## src/rtl/apb_uart_tx_fifo_pkg.sv

```systemverilog
// Shared definitions for the APB UART TX block: register map, bit positions,
// TX FSM encodings and the frame parity helper.
package uart_pkg;

    localparam logic [1:0] REG_DATA   = 2'd0;
    localparam logic [1:0] REG_CTRL   = 2'd1;
    localparam logic [1:0] REG_STATUS = 2'd2;

    localparam int CTRL_TXEN    = 0;
    localparam int CTRL_PAR_EN  = 1;
    localparam int CTRL_PAR_ODD = 2;
    localparam int CTRL_STOP2   = 3;

    localparam int STAT_EMPTY = 4;
    localparam int STAT_FULL  = 5;
    localparam int STAT_BUSY  = 6;
    localparam int STAT_OVF   = 7;

    localparam logic [3:0] CTRL_RESET = 4'h1;

    localparam logic [2:0] S_IDLE   = 3'd0;
    localparam logic [2:0] S_START  = 3'd1;
    localparam logic [2:0] S_DATA   = 3'd2;
    localparam logic [2:0] S_PARITY = 3'd3;
    localparam logic [2:0] S_STOP   = 3'd4;

    // Data must arrive zero-extended so unused high bits do not disturb the XOR.
    function automatic logic frame_parity(input logic [7:0] data, input logic odd);
        return (^data) ^ odd;
    endfunction

endpackage

```

## src/rtl/apb_uart_tx_fifo_if.sv

```systemverilog
// APB slave bus bundle for the UART TX block.
interface apb_uart_tx_fifo_if;
    logic       PSEL;
    logic       PENABLE;
    logic [7:0] PADDR;
    logic       PWRITE;
    logic [7:0] PWDATA;
    logic [7:0] PRDATA;
    logic       PREADY;
    logic       PSLVERR;

    modport master (output PSEL, PENABLE, PADDR, PWRITE, PWDATA,
                    input  PRDATA, PREADY, PSLVERR);
    modport slave  (input  PSEL, PENABLE, PADDR, PWRITE, PWDATA,
                    output PRDATA, PREADY, PSLVERR);
endinterface

```

## src/rtl/apb_uart_tx_fifo_fifo.sv

```systemverilog
// Synchronous FIFO with wrap-around pointers; the extra pointer MSB separates
// full from empty. Shared with the future RX path.
module sync_fifo #(
    parameter int WIDTH = 8,
    parameter int DEPTH = 8
) (
    input  logic                     clk_i,
    input  logic                     rst_i,
    input  logic                     push_i,
    input  logic                     pop_i,
    input  logic [WIDTH-1:0]         din_i,
    output logic [WIDTH-1:0]         dout_o,
    output logic                     full_o,
    output logic                     empty_o,
    output logic [$clog2(DEPTH):0]   count_o
);
    localparam int AW = $clog2(DEPTH);

    logic [WIDTH-1:0] mem_q [DEPTH];
    logic [AW:0]      wr_q, wr_d, rd_q, rd_d;

    assign full_o  = (wr_q[AW] != rd_q[AW]) && (wr_q[AW-1:0] == rd_q[AW-1:0]);
    assign empty_o = (wr_q == rd_q);
    assign count_o = wr_q - rd_q;
    assign dout_o  = mem_q[rd_q[AW-1:0]];

    // Pointer advance, ignoring push when full and pop when empty.
    always_comb begin
        wr_d = wr_q;
        rd_d = rd_q;
        if (push_i && !full_o) begin
            wr_d = wr_q + (AW+1)'(1);
        end else begin
            wr_d = wr_q;
        end
        if (pop_i && !empty_o) begin
            rd_d = rd_q + (AW+1)'(1);
        end else begin
            rd_d = rd_q;
        end
    end

    // Pointer registers.
    always_ff @(posedge clk_i) begin
        if (rst_i) begin
            wr_q <= {(AW+1){1'b0}};
            rd_q <= {(AW+1){1'b0}};
        end else begin
            wr_q <= wr_d;
            rd_q <= rd_d;
        end
    end

    // Storage array.
    always_ff @(posedge clk_i) begin
        if (push_i && !full_o) begin
            mem_q[wr_q[AW-1:0]] <= din_i;
        end
    end
endmodule

```

## src/rtl/apb_uart_tx_fifo.sv

```systemverilog
// APB UART transmitter: register decode, TX FIFO and the serial frame FSM.
module apb_uart_tx_fifo
    import uart_pkg::*;
#(
    parameter int CPB        = 87,
    parameter int DATA_BITS  = 8,
    parameter int FIFO_DEPTH = 8
) (
    input  logic               PCLK,
    input  logic               PRESET,
    apb_uart_tx_fifo_if.slave  apb,
    output logic               o_tx,
    output logic               o_tx_done
);
    localparam int BW  = (CPB > 1) ? $clog2(CPB) : 1;
    localparam int BCW = $clog2(DATA_BITS + 1);
    localparam int CW  = $clog2(FIFO_DEPTH) + 1;
    localparam logic [BW-1:0]  BAUD_MAX = BW'(CPB - 1);
    localparam logic [BCW-1:0] BIT_LAST = BCW'(DATA_BITS - 1);

    logic                 access_s, wr_data_s, push_s, pop_s, load_s;
    logic                 fifo_full_s, fifo_empty_s, start_ok_s, baud_end_s;
    logic [1:0]           sel_s;
    logic [CW-1:0]        fifo_count_s;
    logic [DATA_BITS-1:0] fifo_dout_s;
    logic [3:0]           cnt_sat_s;
    logic [7:0]           status_s;
    logic [BCW-1:0]       stop_last_s;
    logic                 unused_s;

    logic [3:0]           ctrl_q, ctrl_d, fctrl_q, fctrl_d;
    logic                 ovf_q, ovf_d, par_q, par_d, tx_q, tx_d, done_q, done_d;
    logic [2:0]           state_q, state_d;
    logic [BW-1:0]        baud_q, baud_d;
    logic [BCW-1:0]       bitcnt_q, bitcnt_d;
    logic [DATA_BITS-1:0] shift_q, shift_d;

    assign access_s    = apb.PSEL && apb.PENABLE;
    assign sel_s       = apb.PADDR[3:2];
    assign wr_data_s   = access_s && apb.PWRITE && (sel_s == REG_DATA);
    assign push_s      = wr_data_s && !fifo_full_s;
    assign start_ok_s  = !fifo_empty_s && ctrl_q[CTRL_TXEN];
    assign baud_end_s  = (baud_q == BAUD_MAX);
    assign stop_last_s = {{(BCW-1){1'b0}}, fctrl_q[CTRL_STOP2]};
    assign cnt_sat_s   = (32'(fifo_count_s) > 32'd15) ? 4'hF : 4'(fifo_count_s);
    assign status_s    = {ovf_q, (state_q != S_IDLE), fifo_full_s, fifo_empty_s, cnt_sat_s};
    assign unused_s    = ^{apb.PADDR[7:4], apb.PADDR[1:0], apb.PWDATA};
    assign apb.PREADY  = 1'b1;
    assign o_tx        = tx_q;
    assign o_tx_done   = done_q;

    sync_fifo #(.WIDTH(DATA_BITS), .DEPTH(FIFO_DEPTH)) u_fifo (
        .clk_i   (PCLK),
        .rst_i   (PRESET),
        .push_i  (push_s),
        .pop_i   (pop_s),
        .din_i   (apb.PWDATA[DATA_BITS-1:0]),
        .dout_o  (fifo_dout_s),
        .full_o  (fifo_full_s),
        .empty_o (fifo_empty_s),
        .count_o (fifo_count_s)
    );

    // APB read mux, error response and register next-state.
    always_comb begin
        apb.PRDATA  = 8'h00;
        apb.PSLVERR = access_s && ((sel_s == 2'd3) || (wr_data_s && fifo_full_s));
        ctrl_d      = ctrl_q;
        ovf_d       = ovf_q;
        if (access_s && !apb.PWRITE) begin
            case (sel_s)
                REG_CTRL:   apb.PRDATA = {4'h0, ctrl_q};
                REG_STATUS: apb.PRDATA = status_s;
                default:    apb.PRDATA = 8'h00;
            endcase
        end else begin
            apb.PRDATA = 8'h00;
        end
        if (access_s && apb.PWRITE && (sel_s == REG_CTRL)) begin
            ctrl_d = apb.PWDATA[3:0];
        end else begin
            ctrl_d = ctrl_q;
        end
        if (wr_data_s && fifo_full_s) begin
            ovf_d = 1'b1;
        end else if (access_s && apb.PWRITE && (sel_s == REG_STATUS) && apb.PWDATA[STAT_OVF]) begin
            ovf_d = 1'b0;
        end else begin
            ovf_d = ovf_q;
        end
    end

    // TX frame sequencing; outputs are derived from next-state so they register cleanly.
    always_comb begin
        state_d  = state_q;
        baud_d   = baud_q;
        bitcnt_d = bitcnt_q;
        shift_d  = shift_q;
        par_d    = par_q;
        fctrl_d  = fctrl_q;
        pop_s    = 1'b0;
        load_s   = start_ok_s && ((state_q == S_IDLE) ||
                   ((state_q == S_STOP) && baud_end_s && (bitcnt_q == stop_last_s)));
        case (state_q)
            S_START: begin
                baud_d = baud_end_s ? {BW{1'b0}} : baud_q + BW'(1);
                if (baud_end_s) begin
                    state_d  = S_DATA;
                    bitcnt_d = {BCW{1'b0}};
                end else begin
                    state_d = S_START;
                end
            end
            S_DATA: begin
                baud_d = baud_end_s ? {BW{1'b0}} : baud_q + BW'(1);
                if (baud_end_s) begin
                    shift_d = shift_q >> 1;
                    if (bitcnt_q == BIT_LAST) begin
                        bitcnt_d = {BCW{1'b0}};
                        state_d  = fctrl_q[CTRL_PAR_EN] ? S_PARITY : S_STOP;
                    end else begin
                        bitcnt_d = bitcnt_q + BCW'(1);
                    end
                end else begin
                    state_d = S_DATA;
                end
            end
            S_PARITY: begin
                baud_d = baud_end_s ? {BW{1'b0}} : baud_q + BW'(1);
                if (baud_end_s) begin
                    state_d  = S_STOP;
                    bitcnt_d = {BCW{1'b0}};
                end else begin
                    state_d = S_PARITY;
                end
            end
            S_STOP: begin
                baud_d = baud_end_s ? {BW{1'b0}} : baud_q + BW'(1);
                if (baud_end_s && (bitcnt_q == stop_last_s)) begin
                    state_d  = S_IDLE;
                    bitcnt_d = {BCW{1'b0}};
                end else if (baud_end_s) begin
                    bitcnt_d = bitcnt_q + BCW'(1);
                end else begin
                    state_d = S_STOP;
                end
            end
            default: begin
                state_d = S_IDLE;
            end
        endcase
        // Frame launch from IDLE or straight out of the last stop bit.
        if (load_s) begin
            state_d  = S_START;
            pop_s    = 1'b1;
            shift_d  = fifo_dout_s;
            par_d    = frame_parity(8'(fifo_dout_s), ctrl_q[CTRL_PAR_ODD]);
            fctrl_d  = ctrl_q;
            baud_d   = {BW{1'b0}};
            bitcnt_d = {BCW{1'b0}};
        end else begin
            pop_s = 1'b0;
        end
        case (state_d)
            S_START:  tx_d = 1'b0;
            S_DATA:   tx_d = shift_d[0];
            S_PARITY: tx_d = par_d;
            default:  tx_d = 1'b1;
        endcase
        done_d = (state_d == S_STOP) && (baud_d == BAUD_MAX) &&
                 (bitcnt_d == {{(BCW-1){1'b0}}, fctrl_d[CTRL_STOP2]});
    end

    // Register and FSM state update.
    always_ff @(posedge PCLK) begin
        if (PRESET) begin
            ctrl_q   <= CTRL_RESET;
            ovf_q    <= 1'b0;
            state_q  <= S_IDLE;
            baud_q   <= {BW{1'b0}};
            bitcnt_q <= {BCW{1'b0}};
            shift_q  <= {DATA_BITS{1'b0}};
            par_q    <= 1'b0;
            fctrl_q  <= CTRL_RESET;
            tx_q     <= 1'b1;
            done_q   <= 1'b0;
        end else begin
            ctrl_q   <= ctrl_d;
            ovf_q    <= ovf_d;
            state_q  <= state_d;
            baud_q   <= baud_d;
            bitcnt_q <= bitcnt_d;
            shift_q  <= shift_d;
            par_q    <= par_d;
            fctrl_q  <= fctrl_d;
            tx_q     <= tx_d;
            done_q   <= done_d;
        end
    end
endmodule

```

## src/flat_wrapper.sv

```systemverilog
// flat-port wrapper written by rule: the top's interface ports become plain ports
module apb_uart_tx_fifo_flat import uart_pkg::*;
#(
    parameter int CPB        = 87,
    parameter int DATA_BITS  = 8,
    parameter int FIFO_DEPTH = 8
)
  (PCLK, PRESET, o_tx, o_tx_done, apb_PSEL, apb_PENABLE, apb_PADDR, apb_PWRITE, apb_PWDATA, apb_PRDATA, apb_PREADY, apb_PSLVERR);
  apb_uart_tx_fifo_if apb_i ();
  input  logic PCLK;
  input  logic PRESET;
  output logic o_tx;
  output logic o_tx_done;
  input wire logic [$bits(apb_i.PSEL)-1:0] apb_PSEL;
  input wire logic [$bits(apb_i.PENABLE)-1:0] apb_PENABLE;
  input wire logic [$bits(apb_i.PADDR)-1:0] apb_PADDR;
  input wire logic [$bits(apb_i.PWRITE)-1:0] apb_PWRITE;
  input wire logic [$bits(apb_i.PWDATA)-1:0] apb_PWDATA;
  output wire logic [$bits(apb_i.PRDATA)-1:0] apb_PRDATA;
  output wire logic [$bits(apb_i.PREADY)-1:0] apb_PREADY;
  output wire logic [$bits(apb_i.PSLVERR)-1:0] apb_PSLVERR;
  assign apb_i.PSEL = apb_PSEL;
  assign apb_i.PENABLE = apb_PENABLE;
  assign apb_i.PADDR = apb_PADDR;
  assign apb_i.PWRITE = apb_PWRITE;
  assign apb_i.PWDATA = apb_PWDATA;
  assign apb_PRDATA = apb_i.PRDATA;
  assign apb_PREADY = apb_i.PREADY;
  assign apb_PSLVERR = apb_i.PSLVERR;
  apb_uart_tx_fifo #(.CPB(CPB), .DATA_BITS(DATA_BITS), .FIFO_DEPTH(FIFO_DEPTH)) u_core (.PCLK(PCLK), .PRESET(PRESET), .apb(apb_i), .o_tx(o_tx), .o_tx_done(o_tx_done));
endmodule
```

## config.mk

```make
export PLATFORM = sky130hd
export DESIGN_NAME = apb_uart_tx_fifo_flat
export DESIGN_NICKNAME = d
export VERILOG_FILES = /design/src/rtl/apb_uart_tx_fifo_pkg.sv /design/src/rtl/apb_uart_tx_fifo_if.sv /design/src/rtl/apb_uart_tx_fifo_fifo.sv /design/src/rtl/apb_uart_tx_fifo.sv /design/src/flat_wrapper.sv
export SDC_FILE = /design/constraint.sdc
export NUM_CORES = 1
export LEC_CHECK = 0
export CAP_MARGIN = 20
export CORE_UTILIZATION = 60
export DETAILED_ROUTE_END_ITERATION = 10
export PLACE_DENSITY = 0.81
export RECOVER_POWER = 25
export SYNTH_ARGS = -nofsm -noshare
export SYNTH_HDL_FRONTEND = slang
export SYNTH_SLANG_ARGS = --single-unit
```

## constraint.sdc

```tcl
create_clock -name PCLK -period 5.4 [get_ports PCLK]
set_clock_uncertainty 0.15 [all_clocks]
set_input_delay 1.08 -clock PCLK [delete_from_list [all_inputs] [get_ports PCLK]]
set_output_delay 1.08 -clock PCLK [all_outputs]
set_load 0.02 [all_outputs]
```

# Yosys cells after proc, flatten, opt, wreduce, memory -nomap -nowiden

Memories as Yosys holds them, arrays and structs flattened. A register that Yosys moved wholly into a read port is not among the register bits.
Cells that the tools add are included.

Memories kept: 1
Bits in registers: 42
Output and inout port bits: 12
Word-level logic and storage cells: 109
Input port bits: 21
Memory bits (writable): 64

Equality and inequality tests: 19
Bitwise gates (word level): 1
Reduce and logical (&&, ||, !) cells: 35
Add/subtract/negate cells: 5
Mux-type cells: 34

Memories:

| name                | depth | bits a word | rd ports | clocked after Yosys merged registers in | wr ports | RTL line                    | source |
|---|---|---|---|---|---|---|---|
| u_core.u_fifo.mem_q | 8     | 8           | 1        | 1                                       | 1        | apb_uart_tx_fifo_fifo.sv:19 | `logic [WIDTH-1:0] mem_q [DEPTH];` |

Operator list:

| kind                                                             | number |
|---|---|
| 8-bit 2-to-1 mux                                                 | 4 |
| 4-bit 2-to-1 mux                                                 | 7 |
| 3-bit 2-to-1 mux                                                 | 9 |
| 7-bit 2-to-1 mux                                                 | 3 |
| 1-bit logical AND                                                | 20 |
| 8-bit case mux with 2 select lines                               | 1 |
| 7-bit == test (second input constant)                            | 2 |
| 4-bit by 1-bit adder with 4-bit output (second input constant)   | 3 |
| 3-bit by 2-bit == test with 1-bit output (second input constant) | 4 |
| 3-bit case mux with 4 select lines                               | 1 |
| 4-bit case mux with 3 select lines                               | 1 |
| 4-bit by 1-bit == test with 1-bit output                         | 2 |
| 8-bit parity                                                     | 1 |
| 7-bit by 1-bit adder with 7-bit output (second input constant)   | 1 |
| 3-bit by 1-bit == test with 1-bit output (second input constant) | 2 |
| 3-bit == test (second input constant)                            | 2 |
| 1-bit 2-to-1 mux                                                 | 6 |
| 2-bit nonzero test                                               | 3 |
| 2-bit == test (second input constant)                            | 2 |
| 4-bit by 3-bit == test with 1-bit output (second input constant) | 1 |
| 4-bit == test                                                    | 1 |
| 4-bit OR reduction                                               | 1 |
| 4-bit subtractor                                                 | 1 |
| 3-bit == test                                                    | 1 |
| other kinds (12)                                                 | 15 |

# Longest topological paths before layout

Depth in word-level cells: 9
Mapped depth: 12
Gate-level depth less buffers: 10

# Cells and area by module

A second synthesis with hierarchy kept.

Cells, all modules: 419
Area, all modules: 5228.8 um2

Modules (own cells, without submodules):

| module           | area each (um2) | cells each | sequential area each (um2) | times used |
|---|---|---|---|---|
| sync_fifo        | 3090.5          | 166        | 2142.1                     | 1 |
| apb_uart_tx_fifo | 2138.3          | 253        | 640.6                      | 1 |

# Least setup slack after synthesis

No wires, ideal clock.

Path kind: input port to output port
From: input apb_PADDR[2]
To: output apb_PRDATA[4]
Required time: 4.170 ns
Arrival time: 1.985 ns
Cell stages on the path: 4
Path slack: 2.185 ns
Buffers on the path: 0
Path through: inv_1 > ha_1 > nand2_1 > nor3_1

Word-level cells in the longest chain between the ends: 3
Elaborated cells between the ends (all ways): 4
Classes of those cells: 2 x eq/ne; 2 x mux

RTL lines:

| item                                                                      | RTL line               | source |
|---|---|---|
| from (decl)                                                               | flat_wrapper.sv:16     | `input wire logic [$bits(apb_i.PADDR)-1:0] apb_PADDR;` |
| 2-bit == test or 2-bit by 1-bit == test with 1-bit output (tied branches) | apb_uart_tx_fifo.sv:71 | `case (sel_s)` |
| 8-bit case mux with 2 select lines (*)                                    | apb_uart_tx_fifo.sv:71 |  |
| 8-bit 2-to-1 mux (*)                                                      | apb_uart_tx_fifo.sv:70 | `if (access_s && !apb.PWRITE) begin` |
| to (decl)                                                                 | flat_wrapper.sv:19     | `output wire logic [$bits(apb_i.PRDATA)-1:0] apb_PRDATA;` |

Every way passes the cells marked *; elsewhere a longest branch is shown, timed or not.

# Worst setup path in the final report

Same ends and word-level chain as after synthesis.

==> impl_metrics.py <==
metrics = {
    "outcome": {
        "status": "finished, final reports clean",
    },
    "synthesis": {
        "syn_area_sq_um": 4920,
        "yosysSeqAreaShare_pct": 56.5,
        "synthesis.nets": 440,
        "postSynthCellCount": 405,
        "synth_warnings": 0,
        "synth_edf_count": 64,
        "synth-async-reset-ratio_pct": 0,
        "avgSynthCellArea_sq_um": 12.2,
        "ys_ff_latch": 107,
        "synth_ff_type": "edfxtp_1",
        "synth_cell_type_count": 59,
    },
    "floorplanning": {
        "die_area_sq_um": 8570,
        "die_h_um": 92.6,
        "ioPinCount": 33,
        "rows": 32,
        "core-area_sq_um": 7850,
        "initial_core_util_pct": 62.7,
        "dieWidth_um": 92.6,
    },
    "power_and_ir_drop": {
        "finalPower_mw": 1.89,
        "ir_worst_vdd_v": 0.000197,
        "p_leak_nw": 1.85,
        "power.density_nw_per_um2": 347,
    },
    "global_route": {
        "grt_use_total_pct": 23.0,
        "first_global_vias": 2991,
        "grt_overflow_total": 0,
        "grt_max_degree": 36,
        "grt_pass1_wl_mm": 14.7,
        "antenna_found_initial": 0,
    },
    "setup_path": {
        "critical_path.startpoint_type": "input port",
        "crit_fanout": 8,
        "critPathRequiredTime_ps": 4170,
        "r2r-start": "u_core.u_fifo.wr_q[0]",
        "crit_start": "apb_PADDR[2]",
        "end_kind": "output pin",
        "cp.arrival_ps": 2880,
        "critical_path_class": "input port to output pin",
    },
    "timing": {
        "fin_crit_ps": 4110,
        "grt_setup_unrepaired": "false",
        "final_hold_viol_count": 0,
        "drv_slew": 0,
        "tightest_slew_ps": 1080,
        "fmax_mhz": 243,
        "slew_headroom_pct": 28.0,
        "fin_tns_setup_ps": 0,
        "setup_viol": 0,
        "fin_ws_ps": 1290,
        "fin_crit_sh_pct": 76.1,
    },
    "cts": {
        "hold_buffers": 0,
        "clkSinkCount": 107,
        "clk_latency_ps": 370,
        "postCtsSetupRepairBufs": 0,
        "cts_buffers": 9,
        "cts_buffer_depth": 2,
        "path_clk_slew_ps": 90,
        "ctsResizeCount": 0,
        "cts-root-buf": "clkbuf_8",
        "htreeDepth": 3,
        "cts_tree": "yes",
    },
    "cells_and_area": {
        "final_common_cell": "edfxtp_1",
        "syn_to_final_growth_pct": 10.3,
        "diodes": 0,
        "final_cell_mix": "edfxtp_1, nand2_1, nor2_1",
        "fin_nets": 462,
        "layout-drive-gt1-share_pct": 8.10,
        "instances_no_fill": 534,
    },
    "drt": {
        "wire_per_inst_um": 17.1,
        "vias_per_cell": 5.85,
        "routed_wl_mm": 9.15,
        "vias": 3126,
        "dr.pass1.iters": 5,
        "initialDrtViolationCount": 235,
        "final_antenna_net_count": 0,
        "route.detailed.drc": 0,
    },
    "placement": {
        "place_ws_ps": 1270,
        "io_buffers": 25,
        "hpwl_mm": 6.35,
        "dp_cells": 518,
        "gp_congestion": 0.903,
    },
    "worst_hold_path": {
        "hold_path.class": "flop to flop",
        "min-delay-start": "u_core.shift_q[5]",
    },
    "job": {
        "max_cap_viol_count": 0,
    },
}
-- stage by stage --
stage / cell area, sq um / hold WS [ps] / util [%]
detailed placement: 5240 / 301 / 66.7
floorplan: 4920 / 286 / -
global placement: 5240 / 294 / 66.7
CTS: 5430 / 314 / 69.2
global route: 5430 / 342 / 69.2
finish: 5430 / 316 / 69.2
-- cell usage after synthesis (3+ instances only) --
| master | count | area (sq um) |
|---|---|---|
| edfxtp_1 | 64 | 1920 |
| nand2_1 | 45 | 169 |
| nor2_1 | 44 | 165 |
| dfxtp_1 | 43 | 861 |
| a21oi_1 | 15 | 75.1 |
| inv_1 | 15 | 56.3 |
| xnor2_1 | 15 | 131 |
| ha_1 | 13 | 163 |
| xor2_1 | 12 | 105 |
| and3_1 | 10 | 62.6 |
| nand3_1 | 10 | 50.1 |
| mux2i_1 | 9 | 90.1 |
| mux4_1 | 9 | 236 |
| clkbuf_1 | 8 | 30.0 |
| mux4_2 | 7 | 158 |
| a211oi_1 | 6 | 45.0 |
| a31oi_1 | 6 | 37.5 |
| nor3_1 | 6 | 30.0 |
| a22oi_1 | 5 | 37.5 |
| buf_2 | 5 | 25.0 |
| nor2b_1 | 5 | 31.3 |
| o21ai_0 | 4 | 20.0 |
| and2_1 | 3 | 18.8 |
| buf_4 | 3 | 22.5 |
| nand4_1 | 3 | 18.8 |
-- area by class of cell --
class	count	area, sq um
repair buffers	29	280
clock inverters	7	68.8
flip-flops and latches	107	2780
inverters	16	60.1
well taps	102	128
clock buffers	9	124
fillers	568	2420
multi-input cells	264	1990
-- registers in the layout, indices dropped and copies added, names as in the netlist, named ones only --
| register | cells |
|---|---|
| u_core.ovf_q | 1 |
| u_core.u_fifo.wr_q | 4 |
| u_core.state_q | 3 |
| u_core.o_tx | 1 |
| u_core.shift_q | 8 |
| u_core.bitcnt_q | 4 |
| u_core.baud_q | 7 |
| u_core.par_q | 1 |
| u_core.u_fifo.rd_q | 4 |
| u_core.o_tx_done | 1 |
| u_core.u_fifo.mem_q | 64 |
| u_core.fctrl_q | 2 |
| u_core.ctrl_q | 4 |
-- routing by layer --
| metal | GRT usage (%) | wire length (um) |
|---|---|---|
| met2 | 37.3 | 4390 |
| met4 | 6.64 | 96 |
| met3 | 4.84 | 474 |
| met1 | 31.3 | 4190 |
| met5 | 0 | 0 |
-- report_power, final --
| part | internal [mW] | switching, mW | total, mW |
|---|---|---|---|
| logic | 0.224 | 0.227 | 0.450 |
| registers | 0.907 | 0.0601 | 0.967 |
| clock network | 0.180 | 0.289 | 0.469 |
| total | 1.31 | 0.576 | 1.89 |
-- kinds of logic after synthesis --
| family | synth area share (%) |
|---|---|
| AOI/OAI and AO/OA | 8.11 |
| xor gates and xnor gates | 5.26 |
| adders and majority gates | 3.71 |
| buffers and inverters | 3.10 |
| DFF | 56.5 |
| muxes | 10.5 |
| other | 0.0762 |
| and+or+nand+nor | 12.7 |
-- worst max-delay path: stages --
cell and delay (ps):
clkdlybuf4s50_1 450, inv_1 110, ha_1 300, nand2_1 110
nor3_1 200, clkdlybuf4s50_1 630
-- worst paths after layout --
kind                                    end  slack, ps  cells past startpoint
setup / recovery              apb_PRDATA[4]       1290                      6
hold / removal            u_core.shift_q[5]        320                      2
setup reg to reg  u_core.u_fifo.mem_q[7][6]       2270                      7
hold reg to reg           u_core.shift_q[5]        320                      2
(Power assumes the default switching activity.)
